## src/rtl/fifo_sync_flags_if.sv

```systemverilog
// Handshake/status bundle for fifo_sync_flags.
// The master side (producer/consumer logic) drives the write/read requests and clr_err.
// The slave side (the FIFO) returns read data, the read strobe, the fill level and the flags.
interface fifo_sync_flags_if #(
  parameter int WIDTH = 8,
  parameter int DEPTH = 64
);
  localparam int LEVEL_W = $clog2(DEPTH + 1);

  logic               wr_en;
  logic [WIDTH-1:0]   data_in;
  logic               rd_en;
  logic               clr_err;
  logic [WIDTH-1:0]   data_out;
  logic               rd_valid;
  logic               empty;
  logic               full;
  logic               almost_empty;
  logic               almost_full;
  logic [LEVEL_W-1:0] level;
  logic               overflow;
  logic               underflow;

  modport master (
    output wr_en, data_in, rd_en, clr_err,
    input  data_out, rd_valid, empty, full, almost_empty, almost_full,
           level, overflow, underflow
  );

  modport slave (
    input  wr_en, data_in, rd_en, clr_err,
    output data_out, rd_valid, empty, full, almost_empty, almost_full,
           level, overflow, underflow
  );
endinterface

```

## src/rtl/fifo_sync_flags.sv

```systemverilog
// fifo_sync_flags: single-clock FIFO of any depth >= 2 with registered read data,
// a read-valid strobe, fill level and programmable almost-full/almost-empty flags.
// Optional feature macro: FIFO_ERR_EN enables sticky overflow/underflow flags
// (cleared by reset or clr_err); without it both flags are constant 0.
// All status outputs come straight from registers; none depends combinationally on inputs.
module fifo_sync_flags #(
  parameter int WIDTH    = 8,
  parameter int DEPTH    = 64,
  parameter int AF_LEVEL = 60,
  parameter int AE_LEVEL = 4
) (
  input logic               clk,
  input logic               reset,
  fifo_sync_flags_if.slave  bus
);
  localparam int PTR_W   = $clog2(DEPTH);
  localparam int LEVEL_W = $clog2(DEPTH + 1);

  // Reject parameter sets that would make the flags or pointer wrap meaningless.
  generate
    if (WIDTH < 1) begin : g_bad_width
      $error("fifo_sync_flags: WIDTH must be >= 1");
    end
    if (DEPTH < 2) begin : g_bad_depth
      $error("fifo_sync_flags: DEPTH must be >= 2");
    end
    if ((AF_LEVEL < 1) || (AF_LEVEL > DEPTH)) begin : g_bad_af
      $error("fifo_sync_flags: AF_LEVEL must be in 1..DEPTH");
    end
    if ((AE_LEVEL < 0) || (AE_LEVEL > DEPTH - 1)) begin : g_bad_ae
      $error("fifo_sync_flags: AE_LEVEL must be in 0..DEPTH-1");
    end
  endgenerate

  logic [WIDTH-1:0]   mem [DEPTH];
  logic [PTR_W-1:0]   wr_ptr;
  logic [PTR_W-1:0]   rd_ptr;
  logic [LEVEL_W-1:0] count;
  logic [LEVEL_W-1:0] count_next;
  logic [WIDTH-1:0]   rd_data;
  logic               rd_strobe;
  logic               is_empty;
  logic               is_full;
  logic               is_almost_empty;
  logic               is_almost_full;
  logic               do_write;
  logic               do_read;

  // Acceptance uses only the registered flags, so a full FIFO rejects writes and an
  // empty FIFO rejects reads even when both requests arrive together.
  always_comb begin
    do_write   = bus.wr_en & ~is_full;
    do_read    = bus.rd_en & ~is_empty;
    count_next = count;
    case ({do_write, do_read})
      2'b10:   count_next = count + LEVEL_W'(1);
      2'b01:   count_next = count - LEVEL_W'(1);
      default: count_next = count;
    endcase
  end

  // Storage array; intentionally not reset, stale words are unreachable after a pointer reset.
  always_ff @(posedge clk) begin
    if (!reset && do_write) begin
      mem[wr_ptr] <= bus.data_in;
    end
  end

  // Pointers, level, read data/strobe and flags; flags are registered from the next level
  // so they always agree with the level register.
  always_ff @(posedge clk) begin
    if (reset) begin
      wr_ptr          <= '0;
      rd_ptr          <= '0;
      count           <= '0;
      rd_data         <= '0;
      rd_strobe       <= 1'b0;
      is_empty        <= 1'b1;
      is_full         <= 1'b0;
      is_almost_empty <= 1'b1;
      is_almost_full  <= 1'b0;
    end else begin
      if (do_write) begin
        wr_ptr <= (wr_ptr == PTR_W'(DEPTH - 1)) ? '0 : wr_ptr + PTR_W'(1);
      end
      if (do_read) begin
        rd_ptr  <= (rd_ptr == PTR_W'(DEPTH - 1)) ? '0 : rd_ptr + PTR_W'(1);
        rd_data <= mem[rd_ptr];
      end
      rd_strobe       <= do_read;
      count           <= count_next;
      is_empty        <= (count_next == LEVEL_W'(0));
      is_full         <= (count_next == LEVEL_W'(DEPTH));
      is_almost_empty <= (count_next <= LEVEL_W'(AE_LEVEL));
      is_almost_full  <= (count_next >= LEVEL_W'(AF_LEVEL));
    end
  end

`ifdef FIFO_ERR_EN
  logic ovf_flag;
  logic unf_flag;

  // Sticky error flags: a new error event wins over a clear in the same cycle.
  always_ff @(posedge clk) begin
    if (reset) begin
      ovf_flag <= 1'b0;
      unf_flag <= 1'b0;
    end else begin
      if (bus.wr_en && is_full) begin
        ovf_flag <= 1'b1;
      end else if (bus.clr_err) begin
        ovf_flag <= 1'b0;
      end else begin
        ovf_flag <= ovf_flag;
      end
      if (bus.rd_en && is_empty) begin
        unf_flag <= 1'b1;
      end else if (bus.clr_err) begin
        unf_flag <= 1'b0;
      end else begin
        unf_flag <= unf_flag;
      end
    end
  end

  assign bus.overflow  = ovf_flag;
  assign bus.underflow = unf_flag;
`else
  // Error tracking compiled out: flags tied low and clr_err has no effect.
  logic unused_clr_err;
  assign unused_clr_err = bus.clr_err;
  assign bus.overflow   = 1'b0;
  assign bus.underflow  = 1'b0;
`endif

  assign bus.data_out     = rd_data;
  assign bus.rd_valid     = rd_strobe;
  assign bus.empty        = is_empty;
  assign bus.full         = is_full;
  assign bus.almost_empty = is_almost_empty;
  assign bus.almost_full  = is_almost_full;
  assign bus.level        = count;

endmodule

```

## src/flat_wrapper.sv

```systemverilog
// flat-port wrapper written by rule: the top's interface ports become plain ports
module fifo_sync_flags_flat 
#(
  parameter int WIDTH    = 8,
  parameter int DEPTH    = 64,
  parameter int AF_LEVEL = 60,
  parameter int AE_LEVEL = 4
)
  (clk, reset, bus_wr_en, bus_data_in, bus_rd_en, bus_clr_err, bus_data_out, bus_rd_valid, bus_empty, bus_full, bus_almost_empty, bus_almost_full, bus_level, bus_overflow, bus_underflow);
  fifo_sync_flags_if #(.WIDTH(WIDTH), .DEPTH(DEPTH)) bus_i ();
  input logic clk;
  input logic reset;
  input wire logic [$bits(bus_i.wr_en)-1:0] bus_wr_en;
  input wire logic [$bits(bus_i.data_in)-1:0] bus_data_in;
  input wire logic [$bits(bus_i.rd_en)-1:0] bus_rd_en;
  input wire logic [$bits(bus_i.clr_err)-1:0] bus_clr_err;
  output wire logic [$bits(bus_i.data_out)-1:0] bus_data_out;
  output wire logic [$bits(bus_i.rd_valid)-1:0] bus_rd_valid;
  output wire logic [$bits(bus_i.empty)-1:0] bus_empty;
  output wire logic [$bits(bus_i.full)-1:0] bus_full;
  output wire logic [$bits(bus_i.almost_empty)-1:0] bus_almost_empty;
  output wire logic [$bits(bus_i.almost_full)-1:0] bus_almost_full;
  output wire logic [$bits(bus_i.level)-1:0] bus_level;
  output wire logic [$bits(bus_i.overflow)-1:0] bus_overflow;
  output wire logic [$bits(bus_i.underflow)-1:0] bus_underflow;
  assign bus_i.wr_en = bus_wr_en;
  assign bus_i.data_in = bus_data_in;
  assign bus_i.rd_en = bus_rd_en;
  assign bus_i.clr_err = bus_clr_err;
  assign bus_data_out = bus_i.data_out;
  assign bus_rd_valid = bus_i.rd_valid;
  assign bus_empty = bus_i.empty;
  assign bus_full = bus_i.full;
  assign bus_almost_empty = bus_i.almost_empty;
  assign bus_almost_full = bus_i.almost_full;
  assign bus_level = bus_i.level;
  assign bus_overflow = bus_i.overflow;
  assign bus_underflow = bus_i.underflow;
  fifo_sync_flags #(.WIDTH(WIDTH), .DEPTH(DEPTH), .AF_LEVEL(AF_LEVEL), .AE_LEVEL(AE_LEVEL)) u_core (.clk(clk), .reset(reset), .bus(bus_i));
endmodule
```

## config.mk

```make
export PLATFORM = sky130hd
export DESIGN_NAME = fifo_sync_flags_flat
export DESIGN_NICKNAME = d
export VERILOG_FILES = /design/src/rtl/fifo_sync_flags_if.sv /design/src/rtl/fifo_sync_flags.sv /design/src/flat_wrapper.sv
export SDC_FILE = /design/constraint.sdc
export NUM_CORES = 1
export LEC_CHECK = 0
export ABC_AREA = 1
export CORE_UTILIZATION = 49
export DETAILED_ROUTE_END_ITERATION = 6
export PLACE_DENSITY_LB_ADDON = 0.2
export SYNTH_ARGS = -nofsm -noshare
export SYNTH_HDL_FRONTEND = slang
export SYNTH_SLANG_ARGS = --single-unit
```

## constraint.sdc

```tcl
create_clock -name clk -period 3.15 [get_ports clk]
set_input_delay 0.315 -clock clk [delete_from_list [all_inputs] [get_ports clk]]
set_output_delay 0.315 -clock clk [all_outputs]
set_load 0.02 [all_outputs]
```

After elaboration in Yosys (flattened, before gate mapping)
Memory sizes are Yosys's and may differ from the RTL's. A register that Yosys moved wholly into a read port is not among the register bits.
Index checks and enable logic that the tools add are counted.

word-level totals
  word-level logic and storage cells = 32
  bits in registers = 24
  RAM bits = 512
  memories = 1
  output and inout bits = 22

cells by class
  reductions and logical operators = 3
  order comparisons = 2
  multiplexer cells = 5
  equal/unequal tests = 5
  add/sub/neg operators = 4
  bitwise logic cells = 4

memories
  name        depth  bits a word  read ports  clocked after memory_dff  write ports  RTL line               source
  u_core.mem  64     8            1           1                         1            fifo_sync_flags.sv:35  logic [WIDTH-1:0] mem [DEPTH];

operator list
  operator                                             count
  one-hot mux 7 bit (2 select lines)                   1
  adder 6 x 1 -> 6 bit, second input constant          2
  equality test 6 bit, second input constant           2
  two-way mux 6 bit                                    2
  adder 7 x 1 -> 7 bit, second input constant          1
  equality test 7 bit, second input constant           1
  >= comparator 7 x 6 -> 1 bit, second input constant  1
  <= comparator 7 x 3 -> 1 bit, second input constant  1
  zero test 7 bit                                      1
  subtractor 7 x 1 -> 7 bit, second input constant     1
  AND 1 bit                                            2
  equality test 2 x 1 -> 1 bit, second input constant  1
  equality test 2 bit, second input constant           1
  two-way mux 1 bit                                    2
  inverter 1 bit                                       2
  logical AND 1 bit                                    1
  zero test 1 bit                                      1

Logic depth before layout (Yosys ltp)
Gate-level depths: netlist of run 1.

  depth in word-level cells = 5
  mapped depth = 19

Worst setup path before layout of run 1
No wires, ideal clock.

  path type = flip-flop to flip-flop
  start point = register u_core.is_empty (netlist: u_core.bus.empty)
  end point = register u_core.is_empty (netlist: u_core.bus.empty)
  library setup time = 0.062 ns
  path slack = 0.992 ns
  path buffers = 3
  required time = 3.088 ns
  stages on the path, launching flop included = 14
  arrival = 2.096 ns
  path through = dfxtp_1 nor2_4 buf_4 buf_2 ha_1 clkbuf_1 inv_1 nand3_1 o21ai_0 inv_1 nand3_1 nor2_1 nand3_1 nand2_1

on the way
  word-level cells in the longest chain between the ends = 5
  elaborated cells between the ends (all ways) = 6
  classes of those cells = eq/ne: 2; mux: 1; bitwise: 2; reduce/logical: 1

ends and longest elaborated chain
  element                                                              RTL line               source
  from (decl)                                                          fifo_sync_flags.sv:42  logic is_empty;
  from (signal assigned)                                               fifo_sync_flags.sv:92  is_empty <= (count_next == LEVEL_W'(0));
  inverter 1 bit (*)                                                   fifo_sync_flags.sv:53  do_read = bus.rd_en & ~is_empty;
  AND 1 bit (*)                                                        fifo_sync_flags.sv:53
  equality test 2 x 1 -> 1 bit or equality test 2 bit (tied branches)  fifo_sync_flags.sv:55  case ({do_write, do_read})
  one-hot mux 7 bit (2 select lines) (*)                               fifo_sync_flags.sv:55
  zero test 7 bit (*)                                                  fifo_sync_flags.sv:92

Every way passes the cells marked *; elsewhere a longest branch is shown, timed or not.
A chain may end at the register's enable or synchronous reset.

==> metrics.yaml, run 1 <==
placement:
  portBuffers: 31
  dp_slack_ns: 0.456
  place_congestion: 0.832
  hpwl_um: 32300
detailed_routing:
  wl_um: 55200
  first_iter_violations: 1412
  routedWlPerCell_um: 21.3
  dr_total_vias: 14600
  first_pass_iters: 5
  detail-route-antenna-nets: 0
  viasPerCell: 5.65
  drc_errors: 0
worst_setup_path:
  worstPathRequired_ns: 3.69
  worstPathCellList: "inv_2 -> buf_4 -> nand2_1 -> nand2_1 -> nand3_1 -> nand2_1 -> nand2_1 -> nand2_1 -> o21ai_1 -> inv_1"
  critPathMaxStageDelay_ns: 0.63
  reg2reg_slack_ns: 0.71
  crit_arrival_ns: 2.99
  crit_top_cell: "nand2_1"
  crit_path_end_kind: "register"
  critPathKind: "reg -> reg"
  cpMaxStageDelayCell: "inv_2"
  cp_max_fo: 33
  worst_setup_path_start_kind: "register"
timing:
  slew_headroom: 0.319
  timing.final.ws_setup_ns: 0.708
  finalCritPeriodShare: 0.775
  setup_viol: 0
  tightest_slew_ns: 1.02
  clock_skew_ns: 0.0212
  period_needed_ns: 2.44
  hold_viol_final: 0
  hold_ws_ns: 0.204
  fin_setup_tns_ns: 0
  drv_slew: 0
  rsz0062_at_grt: "no"
  timing.fmax_mhz: 410
die:
  io_pins: 35
  start_util: 0.500
  die_h_um: 215
  coreArea_um2: 44500
  die-width_um: 215
  num_rows: 77
  die_area_um2: 46300
global_route:
  antenna_found_initial: 0
  grt_pass1_vias: 14200
  grt-ovfl-total: 0
  track_usage: 0.239
  grt_start_max_net_pins: 143
  grt_pass1_wl_um: 83700
synth:
  ys_seq_elements: 544
  synthFlopType: "edfxtp_1"
  async_reset_ff_frac: 0
  yosysWarnings: 0
  synth-edff-count: 512
  syn_inst: 1882
  avgSynthCellArea_um2: 11.8
  yosysUniqueCellTypes: 39
  synth_area_um2: 22300
  seq_area_frac_synth: 0.719
clock_tree:
  numClockSinks: 544
  clk_pin_slew_ns: 0.06
  clockBufferDepth: 3
  hold_buffers: 0
  cts_setup_buffers: 0
  cts.repair.resized: 0
  clk_latency_ns: 0.60
  cts_root_buf: "clkbuf_16"
  h-tree-depth: 2
  cts_tree: "yes"
  cts_inserted_buffers: 53
finish:
  layout_commonest_cell: "edfxtp_1"
  num-nets-final: 1978
  final_layout_size_suffix_gt1_frac: 0.101
  syn2layout_area_growth_pct: 12.9
  antennaDiodeCount: 0
  mostFrequentLayoutCells: "edfxtp_1, nor2_1, nand2_1"
run_status:
  status: "completed"
power:
  power_uw: 16300
  pwr_density_cell_nw_per_um2: 647
  leakage_uw: 0.00872
  peakVddDrop_mv: 0.469
job:
  max_cap_viol_count: 0
min_path:
  min_path_type: "in -> reg"
through the flow:
step / utilization / cell area, µm² / std cells
finish: 0.564 / 25100 / 2591
global route: 0.564 / 25100 / 2591
CTS: 0.564 / 25100 / 2591
detailed placement: 0.527 / 23500 / 2498
global placement: 0.527 / 23500 / 2498
floorplan: - / 22300 / 1883
per-layer routing:
metal,up-vias,share of wire,GRT usage
met5,-,0,0
met1,7163,0.43,0.337
met4,0,0.030,0.0842
li1,6878,-,-
met2,504,0.46,0.378
met3,94,0.073,0.0372
cells in the mapped netlist (all sizes together) (2+ instances only):
cell | n | area share
edfxtp | 512 | 0.69
nor2 | 340 | 0.058
nand2 | 292 | 0.050
o21ai | 249 | 0.056
o22ai | 111 | 0.031
nand3 | 103 | 0.023
buf | 61 | 0.022
inv | 56 | 0.0094
clkbuf | 50 | 0.0087
dfxtp | 32 | 0.029
a21oi | 29 | 0.0065
nand4 | 9 | 0.0025
nor3 | 5 | 0.0011
a21boi | 4 | 0.0013
ha | 4 | 0.0022
mux2i | 4 | 0.0018
o211ai | 4 | 0.0013
clkinv | 3 | 0.00051
or2 | 3 | 0.00084
nor3b | 2 | 0.00067
o221ai | 2 | 0.00079
xnor2 | 2 | 0.00079
xor2 | 2 | 0.00079
worst paths after layout:
check / start / to / cells after the start
setup / recovery: u_core.rd_ptr[2]$_SDFFE_PP0P_ / u_core.bus.data_out[7]$_SDFFE_PP0P_ / 10
hold reg to reg: u_core.bus.level[5]$_SDFF_PP0_ / u_core.bus.level[5]$_SDFF_PP0_ / 2
setup reg to reg: u_core.rd_ptr[2]$_SDFFE_PP0P_ / u_core.bus.data_out[7]$_SDFFE_PP0P_ / 10
hold / removal: bus_data_in[7] / u_core.mem[61][7]$_DFFE_PP_ / 1
cell families after synthesis:
| kind of cell | count (synthesis) | share of synthesized area |
|---|---|---|
| other | 1 | 0.000168 |
| and+or+nand+nor | 755 | 0.137 |
| xor gates and xnor gates | 4 | 0.00157 |
| AOI/OAI and AO/OA | 400 | 0.0978 |
| DFF | 544 | 0.719 |
| adders and majority gates | 4 | 0.00225 |
| buffers and inverters | 170 | 0.0402 |
| muxes | 4 | 0.00180 |
state kept, by name, summed over array words and instances, names as in the netlist, 6 cells and up:
signal and count:
u_core.mem 512, u_core.bus.data_out 8, u_core.bus.level 7, u_core.rd_ptr 6, u_core.wr_ptr 6
worst max-delay path, delay by kind of cell (launching register included):
family                 cells  cell delay [ns]
AOI/OAI and AO/OA          1             0.05
buffers and inverters      3             1.22
DFF                        1             0.45
and+or+nand+nor            6             0.66
cell type report:
| type | count | area [µm²] |
|---|---|---|
| Multi-Input combinational cell | 1169 | 5350 |
| Clock inverter | 24 | 216 |
| Tap cell | 592 | 741 |
| Inverter | 59 | 228 |
| Sequential cell | 544 | 16000 |
| Fill cell | 3731 | 19400 |
| Timing Repair Buffer | 134 | 1130 |
| Clock buffer | 69 | 1430 |
report_power, final:
| group | switching (µW) | internal, µW | leakage, µW |
|---|---|---|---|
| registers | 68.7 | 7970 | 0.00487 |
| logic | 1480 | 646 | 0.00306 |
| clock network | 2600 | 3500 | 0.000795 |
| total | 4140 | 12100 | 0.00872 |
No activity file was read; power rests on OpenSTA's default activity.
==> run 2, diff against run 1 <==
==> constraint.sdc (replaced) <==
create_clock -name clk -period 2.1 [get_ports clk]
set_input_delay 0.21 -clock clk [delete_from_list [all_inputs] [get_ports clk]]
set_output_delay 0.21 -clock clk [all_outputs]
set_load 0.02 [all_outputs]
==> run 2 against run 1 <==
Against the previous run: wire length grew 5.6%; sequential power grew 50%; via count grew 3.7%; sequential cell count is the same; total power grew 54%; clock-buffer cell count shrank 1; die area is the same; maximum frequency grew 17%; critical endpoint is now u_core.bus.data_out[4]$_SDFFE_PP0P_.
==> metrics.yaml, run 2 (synthesis gave the netlist of run 1 again) <==
power:
  p_int_uw: 18600
  peakVddDrop_mv: 0.796
  p_seq_frac: 0.482
  clock_power_share: 0.369
  pwr_density_cell_nw_per_um2: 958
  leakage_uw: 0.00926
  p_sw_frac: 0.259
  combPwrFrac: 0.150
  p_sw_uw: 6490
worst_setup_path:
  worstPathCellList: "buf_12 -> buf_12 -> clkbuf_16 -> a21oi_1 -> o21ai_0 -> nand3_1 -> nand3_1 -> nand3_1 -> nand3_1 -> nand2_1 -> nand3_1 -> nand2_1 -> inv_1"
  critPathKind: "reg -> reg"
  worstPathRequired_ns: 2.59
  ff2ff_path_depth: 13
  r2r-end: "u_core.bus.data_out[4]$_SDFFE_PP0P_"
  crit_top_cell: "nand3_1"
  worst_setup_path_start_kind: "register"
  cp_max_fo: 23
  reg2reg_slack_ns: 0.01
  crit_path_end_kind: "register"
  r2r-start: "u_core.rd_ptr[0]$_SDFFE_PP0P_"
  critPathMaxStageDelay_ns: 0.40
  critPathBufInv: 4
  crit_arrival_ns: 2.58
  crit_family: "simple AND/OR/NAND/NOR gates"
  cpMaxStageDelayCell: "dfxtp_4"
die:
  num_rows: 77
  die_h_um: 215
  start_util: 0.500
  die-width_um: 215
  coreArea_um2: 44500
  io_pins: 35
  die_area_um2: 46300
finish:
  syn2layout_area_growth_pct: 17.5
  largest_reg_flops: 512
  num-nets-final: 2050
  layout_commonest_cell: "edfxtp_1"
  nFillCells: 3597
  final_layout_size_suffix_gt1_frac: 0.140
  final_util: 0.587
  mostFrequentLayoutCells: "edfxtp_1, nor2_1, nand2_1"
  layout.cells.non_filler: 2668
  largest-register: "u_core.mem"
  antennaDiodeCount: 0
timing:
  fin_setup_tns_ns: 0
  setup_viol: 0
  tightest_slew_ns: 0.730
  hold_viol_final: 0
  finalCritPeriodShare: 0.993
  drv_slew: 0
  timing.fmax_mhz: 479
  hold_ws_ns: 0.123
  clock_skew_ns: 0.0202
  rsz0062_at_grt: "yes"
  period_needed_ns: 2.09
  slew_headroom: 0.513
placement:
  hpwl_um: 34000
  portBuffers: 31
  dp_cells: 2556
  place_congestion: 0.834
min_path:
  hold_start: "bus_data_in[1]"
  holdPathStages: 2
  min_path_type: "in -> reg"
  holdPathEnd: "u_core.mem[59][1]$_DFFE_PP_"
detailed_routing:
  first_pass_iters: 5
  wl_um: 58200
  first_iter_violations: 1482
  detail-route-antenna-nets: 0
  dr_total_vias: 15200
  drc_errors: 0
  routedWlPerCell_um: 21.8
  viasPerCell: 5.69
clock_tree:
  hold_buffers: 0
  h-tree-depth: 2
  clockBufferDepth: 3
  cts_root_buf: "clkbuf_16"
  cts_inserted_buffers: 54
  cts_tree: "yes"
  numClockSinks: 544
  clk_latency_ns: 0.61
  clk_pin_slew_ns: 0.06
run_status:
  status: "completed"
global_route:
  grt_start_max_net_pins: 81
  grt_pass1_vias: 14400
  antenna_found_initial: 0
  grt_pass1_wl_um: 85300
  track_usage: 0.242
  grt-ovfl-total: 0
job:
  max_cap_viol_count: 0
==> run 2: cell count changes in the layout (fill, tap and decap cells not counted), moves of 3 or more <==
cell,before,now
nand3_1,102,93
buf_6,0,3
clkinv_1,13,16
buf_4,96,141
buf_12,7,17
nand3_2,1,9
buf_16,0,7
clkbuf_16,55,61
==> run 2: how the worst max path moves through the flow <==
stage                                   from                                  end  slack (ns)  depth (start not counted)
2_1_floorplan    u_core.bus.empty$_SDFF_PP1_          u_core.bus.empty$_SDFF_PP1_        0.04                         13
3_3_place_gp                       bus_rd_en   u_core.bus.almost_empty$_SDFF_PP1_       -0.21                         17
3_5_place_dp                       bus_rd_en   u_core.bus.almost_empty$_SDFF_PP1_       -0.21                         17
4_1_cts        u_core.rd_ptr[4]$_SDFFE_PP0P_  u_core.bus.data_out[6]$_SDFFE_PP0P_        0.02                          8
5_1_grt        u_core.rd_ptr[0]$_SDFFE_PP0P_  u_core.bus.data_out[4]$_SDFFE_PP0P_      -0.004                         11
6_report       u_core.rd_ptr[0]$_SDFFE_PP0P_  u_core.bus.data_out[4]$_SDFFE_PP0P_        0.01                         13
==> run 2: final cells by class <==
type / instances / area (µm²) / share of cell area
Sequential cell: 544 / 16000 / 0.613
Multi-Input combinational cell: 1169 / 5420 / 0.207
Timing Repair Buffer: 205 / 2050 / 0.0782
Clock buffer: 68 / 1430 / 0.0545
Tap cell: 592 / 741 / 0.0283
Clock inverter: 31 / 256 / 0.00981
Inverter: 59 / 230 / 0.00881
==> run 2: timing repair <==
item                                    CTS  global route
pin swaps                                 0             5
endpoints found under the setup margin    1            12
resized for setup                         0            29
cloned                                    0             7
buffers inserted                          3             3
==> run 2: routing by layer <==
metal  GRT usage  part of all wire
met5           0                 0
met4      0.0790             0.027
met3      0.0285             0.067
met2       0.400              0.48
met1       0.336              0.43
==> run 2: per-stage QoR <==
| stage | area [µm²] | worst slack (ns) | power (µW) |
|---|---|---|---|
| finish | 26100 | 0.0140 | 25100 |
| global route | 26100 | -0.00354 | 25900 |
| CTS | 25800 | 0.0200 | 24900 |
| detailed placement | 24100 | -0.206 | 15700 |
| global placement | 24100 | -0.211 | 15700 |
| floorplan | 22300 | 0.0393 | 14400 |
==> run 2: power by group through the flow <==
stage,sequential (µW),clock (µW),combinational [µW]
floorplan,12300,0,2050
global placement,12300,0,3390
detailed placement,12300,0,3430
CTS,12100,9370,3480
global route,12100,9750,4080
finish,12100,9240,3750
